`config.mk`:
```
export PLATFORM = sky130hd
export DESIGN_NAME = prio_encoder_rr_flat
export DESIGN_NICKNAME = d
export VERILOG_FILES = /design/src/rtl/prio_encoder_rr_if.sv /design/src/rtl/prio_encoder_rr.sv /design/src/flat_wrapper.sv
export SDC_FILE = /design/constraint.sdc
export NUM_CORES = 1
export LEC_CHECK = 0
export CORE_MARGIN = 5
export CORE_UTILIZATION = 51
export DETAILED_ROUTE_END_ITERATION = 16
export PLACE_DENSITY = 0.79
export SLEW_MARGIN = 20
export SYNTH_ARGS = -nofsm -noshare
export SYNTH_HDL_FRONTEND = slang
export SYNTH_SLANG_ARGS = --single-unit
export TNS_END_PERCENT = 20
```
`constraint.sdc`:
```
create_clock -name clk -period 4.4 [get_ports clk]
set_clock_uncertainty 0.2 [all_clocks]
set_input_delay 0.44 -clock clk [delete_from_list [all_inputs] [get_ports clk]]
set_output_delay 0.44 -clock clk [all_outputs]
set_load 0.1 [all_outputs]
```
`src/rtl/prio_encoder_rr_if.sv`:
```
// Request/grant bundle between a requester and the priority encoder.
// The master side drives requests and acknowledges; the slave side returns the grant.
interface prio_encoder_rr_if #(
  parameter int unsigned N = 8,
  parameter int unsigned W = 3
);
  logic [N-1:0] din;
  logic         en;
  logic         mode;
  logic         ack;
  logic [W-1:0] dout;
  logic [N-1:0] grant;
  logic         valid;

  modport master (output din, en, mode, ack, input dout, grant, valid);
  modport slave  (input din, en, mode, ack, output dout, grant, valid);
endinterface

```
`src/rtl/prio_encoder_rr.sv`:
```
// Fixed-priority / round-robin arbiter that latches one grant and holds it until ack.
// W must equal ceil(log2(N)).
module prio_encoder_rr #(
  parameter int unsigned N = 8,
  parameter int unsigned W = 3
) (
  input  logic             clk,
  input  logic             rst,
  prio_encoder_rr_if.slave bus
);

  localparam int unsigned WP = W + 1;

  typedef enum logic {IDLE, HOLD} state_e;

  state_e       state_q, state_d;
  logic [W-1:0] dout_q, dout_d;
  logic [N-1:0] grant_q, grant_d;
  logic         valid_q, valid_d;
  logic [W-1:0] ptr_q, ptr_d;

  logic [W-1:0]   fixed_win_c;
  logic [W-1:0]   rr_win_c;
  logic [W-1:0]   win_c;
  logic [W-1:0]   ptr_inc_c;
  logic [2*N-1:0] dbl_c;
  logic [N-1:0]   rot_c;
  logic [W-1:0]   rr_off_c;
  logic           rr_hit_c;
  logic [WP-1:0]  rr_sum_c;

  // Fixed priority: highest set index wins.
  always_comb begin
    fixed_win_c = '0;
    for (int i = 0; i < int'(N); i++) begin
      if (bus.din[i]) fixed_win_c = W'(i);
    end
  end

  // Round robin: rotate requests so ptr sits at bit 0, take the lowest set bit, rotate back.
  always_comb begin
    dbl_c    = {bus.din, bus.din};
    rot_c    = N'(dbl_c >> ptr_q);
    rr_off_c = '0;
    rr_hit_c = 1'b0;
    for (int j = int'(N) - 1; j >= 0; j--) begin
      if (rot_c[j]) begin
        rr_off_c = W'(j);
        rr_hit_c = 1'b1;
      end
    end
    rr_sum_c = WP'(ptr_q) + WP'(rr_off_c);
    if (rr_sum_c >= WP'(N)) rr_sum_c = rr_sum_c - WP'(N);
    rr_win_c = rr_hit_c ? W'(rr_sum_c) : '0;
  end

  assign win_c     = bus.mode ? rr_win_c : fixed_win_c;
  assign ptr_inc_c = (dout_q == W'(N - 1)) ? '0 : dout_q + W'(1);

  // Next-state and output logic.
  always_comb begin
    state_d = state_q;
    dout_d  = dout_q;
    grant_d = grant_q;
    valid_d = valid_q;
    ptr_d   = ptr_q;
    case (state_q)
      IDLE: begin
        if (bus.en && (|bus.din)) begin
          dout_d  = win_c;
          grant_d = N'(1) << win_c;
          valid_d = 1'b1;
          state_d = HOLD;
        end
      end
      HOLD: begin
        if (bus.ack) begin
          valid_d = 1'b0;
          grant_d = '0;
          state_d = IDLE;
          if (bus.mode) ptr_d = ptr_inc_c;
        end
      end
    endcase
  end

  always_ff @(posedge clk) begin
    if (rst) begin
      state_q <= IDLE;
      dout_q  <= '0;
      grant_q <= '0;
      valid_q <= 1'b0;
      ptr_q   <= '0;
    end else begin
      state_q <= state_d;
      dout_q  <= dout_d;
      grant_q <= grant_d;
      valid_q <= valid_d;
      ptr_q   <= ptr_d;
    end
  end

  assign bus.dout  = dout_q;
  assign bus.grant = grant_q;
  assign bus.valid = valid_q;

endmodule

```
`src/flat_wrapper.sv`:
```
// flat-port wrapper written by rule: the top's interface ports become plain ports
module prio_encoder_rr_flat 
#(
  parameter int unsigned N = 8,
  parameter int unsigned W = 3
)
  (clk, rst, bus_din, bus_en, bus_mode, bus_ack, bus_dout, bus_grant, bus_valid);
  prio_encoder_rr_if #(.N(N), .W(W)) bus_i ();
  input  logic clk;
  input  logic rst;
  input wire logic [$bits(bus_i.din)-1:0] bus_din;
  input wire logic [$bits(bus_i.en)-1:0] bus_en;
  input wire logic [$bits(bus_i.mode)-1:0] bus_mode;
  input wire logic [$bits(bus_i.ack)-1:0] bus_ack;
  output wire logic [$bits(bus_i.dout)-1:0] bus_dout;
  output wire logic [$bits(bus_i.grant)-1:0] bus_grant;
  output wire logic [$bits(bus_i.valid)-1:0] bus_valid;
  assign bus_i.din = bus_din;
  assign bus_i.en = bus_en;
  assign bus_i.mode = bus_mode;
  assign bus_i.ack = bus_ack;
  assign bus_dout = bus_i.dout;
  assign bus_grant = bus_i.grant;
  assign bus_valid = bus_i.valid;
  prio_encoder_rr #(.N(N), .W(W)) u_core (.clk(clk), .rst(rst), .bus(bus_i));
endmodule
```
=== Word-level counts from Yosys, hierarchy flattened ===
Cells that the tools add are included.

* RAM bits: 0
* Bits of input ports: 13
* Output and inout bits: 12
* Memories kept: 0
* ROM bits: 0
* Bits in latches: 0
* Word-level logic and storage cells: 56
* Register bits: 16

* Shift-type cells: 2
* Eq/ne operators: 3
* Bitwise operators: 1
* Order comparisons: 1
* Multiplexer cells: 36
* Reduce and logical (&&, ||, !) cells: 5
* Add/subtract/negate cells: 3
* Multiply operators: 0
* Divide/modulo/power cells: 0

{| class="wikitable"
|+ Operators by type and width
! operator !! number
|-
| two-way mux 3 bit || 16
|-
| two-way mux 8 bit || 2
|-
| case mux 8 bit (2 select lines) || 1
|-
| right shift 16 x 3 -> 8 bit || 1
|-
| two-way mux 1 bit || 13
|-
| OR reduction 8 bit || 1
|-
| left shift 1 x 3 -> 8 bit (first input constant) || 1
|-
| adder 3 x 3 -> 4 bit || 1
|-
| >= comparator 4 bit (second input constant) || 1
|-
| two-way mux 2 bit || 2
|-
| case mux 1 bit (2 select lines) || 2
|-
| AND reduction 2 bit || 2
|-
| adder 3 x 1 -> 3 bit (second input constant) || 1
|-
| == test 3 bit (second input constant) || 1
|-
| AND reduction 3 bit || 1
|-
| subtractor 3 x 1 -> 3 bit (second input constant) || 1
|-
| != test 2 x 1 -> 1 bit (second input constant) || 1
|-
| != test 2 bit (second input constant) || 1
|-
| logical AND 1 bit || 1
|-
| NOT 1 bit || 1
|}

=== Longest topological paths before layout ===
* Depth after elaboration: 17
* Depth in mapped cells: 13
* Gate-level depth less buffers: 12

=== Worst setup path after synthesis ===
OpenSTA, ideal clock, no wires.

* Path type: register to register
* Start point: register u_core.ptr_q[1]
* End point: register u_core.grant_q[7], in the netlist u_core.bus.grant[7]
* Period minus slack after synthesis: 3474 ps
* Required time: 4130 ps
* Setup time: 70 ps
* Slack: 926 ps
* Stages on the path, launching flop included: 13
* Arrival time: 3204 ps
* Cells stage by stage: dfxtp_1 buf_6 mux2_2 a311oi_1 a21oi_1 nor4_1 a21oi_1 ha_1 fa_1 xor2_1 and4_1 or4_4 o2bb2ai_1

* Cells in the longest elaborated chain, start to end: 17
* Elaborated cells between the ends (all ways): 26
* Classes of those cells: 2 x add/sub; 1 x order compare; 2 x shift; 21 x mux

{| class="wikitable"
|+ RTL lines
! what !! line !! text
|-
| start, declared || prio_encoder_rr.sv:20 || <nowiki>logic [W-1:0] ptr_q, ptr_d;</nowiki>
|-
| start signal, assigned || prio_encoder_rr.sv:99 || <nowiki>ptr_q <= ptr_d;</nowiki>
|-
| right shift 16 x 3 -> 8 bit || prio_encoder_rr.sv:43 || <nowiki>rot_c = N'(dbl_c >> ptr_q);</nowiki>
|-
| two-way mux 3 bit (8 in series) || prio_encoder_rr.sv:47 || <nowiki>if (rot_c[j]) begin</nowiki>
|-
| adder 3 x 3 -> 4 bit || prio_encoder_rr.sv:52 || <nowiki>rr_sum_c = WP'(ptr_q) + WP'(rr_off_c);</nowiki>
|-
| >= comparator 4 bit / subtractor 3 x 1 -> 3 bit (equally long branches) || prio_encoder_rr.sv:53 || <nowiki>if (rr_sum_c >= WP'(N)) rr_sum_c = rr_sum_c - WP'(N);</nowiki>
|-
| two-way mux 3 bit || prio_encoder_rr.sv:53 ||
|-
| two-way mux 3 bit (*) || prio_encoder_rr.sv:54 || <nowiki>rr_win_c = rr_hit_c ? W'(rr_sum_c) : '0;</nowiki>
|-
| two-way mux 3 bit (*) || prio_encoder_rr.sv:57 || <nowiki>assign win_c = bus.mode ? rr_win_c : fixed_win_c;</nowiki>
|-
| left shift 1 x 3 -> 8 bit (*) || prio_encoder_rr.sv:71 || <nowiki>grant_d = N'(1) << win_c;</nowiki>
|-
| two-way mux 8 bit (*) || prio_encoder_rr.sv:69 || <nowiki>if (bus.en && (|bus.din)) begin</nowiki>
|-
| case mux 8 bit (2 select lines) (*) || prio_encoder_rr.sv:67 || <nowiki>case (state_q)</nowiki>
|-
| end signal, assigned || prio_encoder_rr.sv:97 || <nowiki>grant_q <= grant_d;</nowiki>
|-
| end, declared || prio_encoder_rr.sv:18 || <nowiki>logic [N-1:0] grant_q, grant_d;</nowiki>
|}

Mark *: on every way between the ends. The rest lies on a longest branch, timed or not. The select of a mux whose other input is x is not followed.
A chain may end at the register's enable or synchronous reset.

=== Final worst setup path ===
* Start point: register u_core.ptr_q[1]
* End point: register u_core.grant_q[0], in the netlist u_core.bus.grant[0]

Same word-level chain as after synthesis.

==> out/qor.yml <==
status: "completed"
start_util_pct: 54.9
synth_nets: 164
hp-class: "reg -> reg"
synth_edf_count: 0
die_w_um: 59.3
via_count: 1292
min_period_ns: 3.98
syn_avg_cell_area_um2: 8.42
yosysMostFrequentCell: "dfxtp_1"
ys_ff_latch: 16
h-tree-depth: 1
netlist_top_cells_area: "dfxtp_1 (26%), mux2i_1 (9.7%), a21oi_1 (5.3%)"
fillCellCount: 217
r2r-start: "u_core.ptr_q[1]"
syn_area_um2: 1240
dp.cells: 196
fmax_mhz: 251
post_route_cells_drive_above_1_share_pct: 9.88
holdWs_ns: 0.272
numCtsBuffers: 3
synth_top_area_share_pct: 25.9
p_sw_uw: 142
synth_top_area_cell: "dfxtp_1"
postCtsSetupBuffers: 0
slew_violations: 0
timing.max_slew.rel_slack_pct: 33.9
clockPowerShare_pct: 24.5
cts_root_buf: "clkbuf_4"
post_cts_resized: 0
multi_input_area_um2: 866
async_reset_ff_share_pct: 0
syn-instance-count: 147
cts_buffer_depth: 2
rsz0062_at_grt: "no"
setup_tns_ns: 0
postRouteWirelength_um: 3230
firstDrtPassIters: 4
ff2ff_path_depth: 12
combPwrFrac_pct: 35.0
synth_cell_types: 50
die-area_um2: 3510
grt_pass1_vias: 1183
swShare_pct: 36.3
instances_no_fill: 200
coreArea_um2: 2250
p_leak_uw: 0.000575
cts.sinks: 16
synthFlopType: "dfxtp_1"
post-route-period-util_pct: 90.4
tightestPinTransition_ns: 0.988
rr_endpoint: "u_core.bus.grant[0]"
antenna_found_initial: 0
hold_viol_final: 0
io_buffers: 24
path_buf_inv: 0
worst_path_max_delay_cell: "dfxtp_1"
clock_latency_ns: 0.28
ios: 25
antenna_cells: 0
holdPathEnd: "u_core.bus.grant[4]"
min_path_cells: 1
cts_tree: "done"
endpoint_kind: "flop"
p_per_area_nw_per_um2: 254
viasPerCell: 6.46
ant_nets: 0
regArea_um2: 320
grt_overflow: 0
crit_path_max_incr_delay_ns: 0.69
grtUsageTotal_pct: 19.8
ys_seq_area_share_pct: 25.9
crit_family: "compound AO/OA/AOI/OAI gates"
clk_pin_slew_ns: 0.09
power_frac_seq_pct: 40.5
crit_start: "u_core.ptr_q[1]"
internal-power_uw: 249
worst_path_most_repeated_cell: "mux2i_1"
crit_chain: "mux2i_1, mux2i_1, nor2_1, o311a_1, nor4_1, a21oi_1, ha_1, fa_1, o21ai_0, nand2_1, a2bb2oi_1, a211oi_1"
crit_fanout: 10
start_kind: "flop"
cp_data_arrival_time_ns: 3.97
grt_pass1_wl_um: 5400
worstSetupPathType: "reg -> reg"
cts_hold_buf: 0
place_hpwl_um: 2510
cp.required_ns: 4.39
setup_viol: 0
fp.dieH_um: 59.3
fin_nets: 190
route.detailed.drc: 0
row_count: 17
rrSetupSlack_ns: 0.42
yosys-top-cells-count: "dfxtp_1 (16), nand2_1 (15), a21oi_1 (13), mux2i_1 (12), nor2_1 (10)"
place_congestion: 0.967
max-cap-violations: 0
hold_start: "u_core.bus.grant[4]"
peakVddDrop_v: 0.000253
drtIter0Drc: 101
post-route-util_pct: 68.3
wl_per_cell_um: 16.1
grt_max_degree: 15
yosysWarnings: 0
areaGrowthSynthToFinish_pct: 24.4
[logic make-up after synthesis]
family                   Yosys count  synth area share (%)
buffers and inverters             11                  4.14
flip-flops                        16                  25.9
AND/OR/NAND/NOR                   48                  19.7
multiplexers                      18                  16.5
AO/OA/AOI/OAI                     49                  28.4
adder cells (fa/ha/maj)            4                  4.65
XOR/XNOR                           1                 0.708
[area by class of cell]
type	count	area share, %
clock buffers	4	2.36
inverters	5	1.22
multi-input cells	120	56.3
flip-flops and latches	16	20.8
well taps	28	2.28
repair buffers	27	17.1
[how the worst max path moves through the flow]
stage,end,depth (start not counted)
floorplan,u_core.bus.grant[7],12
global placement,u_core.bus.grant[7],13
detailed placement,u_core.bus.grant[0],13
CTS,u_core.bus.grant[0],12
global route,u_core.bus.grant[3],12
finish,u_core.bus.grant[0],12
[power groups by stage]
stage / combinational (uW) / clock (uW) / sequential (uW)
floorplan: 57.9 / 0 / 197
global route: 147 / 105 / 160
CTS: 136 / 98.8 / 158
finish: 137 / 95.6 / 158
detailed placement: 135 / 0 / 161
global placement: 133 / 0 / 161
[layer usage]
layer  wire length [um]  track usage [%]  vias to the layer above  share of wire [%]
met1               1450             27.2                      602                 45
met2               1480             31.5                       65                 46
met5                  0                0                        -                  0
met4                 56             5.83                        0                1.7
met3                247             3.27                       10                7.6
li1                   -                -                      615                  -
[registers in the layout, indices dropped and copies added (netlist names)]
| register | count |
|---|---|
| u_core.bus.grant | 8 |
| u_core.bus.dout | 3 |
| u_core.ptr_q | 3 |
| u_core.bus.valid | 1 |
| u_core.state_q | 1 |
[cell usage in the layout, fill, tap and decap left out, types with 3 or more instances in the layout]
master           Yosys  layout
inv_1                4       4
a21oi_1             13      13
clkdlybuf4s50_1      0      24
nand2_1             15      15
o21ai_0              4       4
clkbuf_4             0       3
nand3_1              3       3
a211oi_1             3       3
buf_4                0       3
ha_1                 3       3
o2bb2ai_1            4       4
mux2_2               3       3
nor4_1               4       4
nor2_1              10      10
nand2b_1             4       4
dfxtp_1             16      16
mux2i_1             12      12
nor3_1               3       3
[through the flow]
stage | total power, uW | setup slack (ns) | area (um2)
after floorplan | 255 | 0.926 | 1240
after global placement | 295 | 0.373 | 1500
after detailed placement | 297 | 0.265 | 1500
after CTS | 393 | 0.484 | 1540
after global routing | 411 | 0.124 | 1540
final | 391 | 0.422 | 1540
No activity file was read; power rests on OpenSTA's default activity.
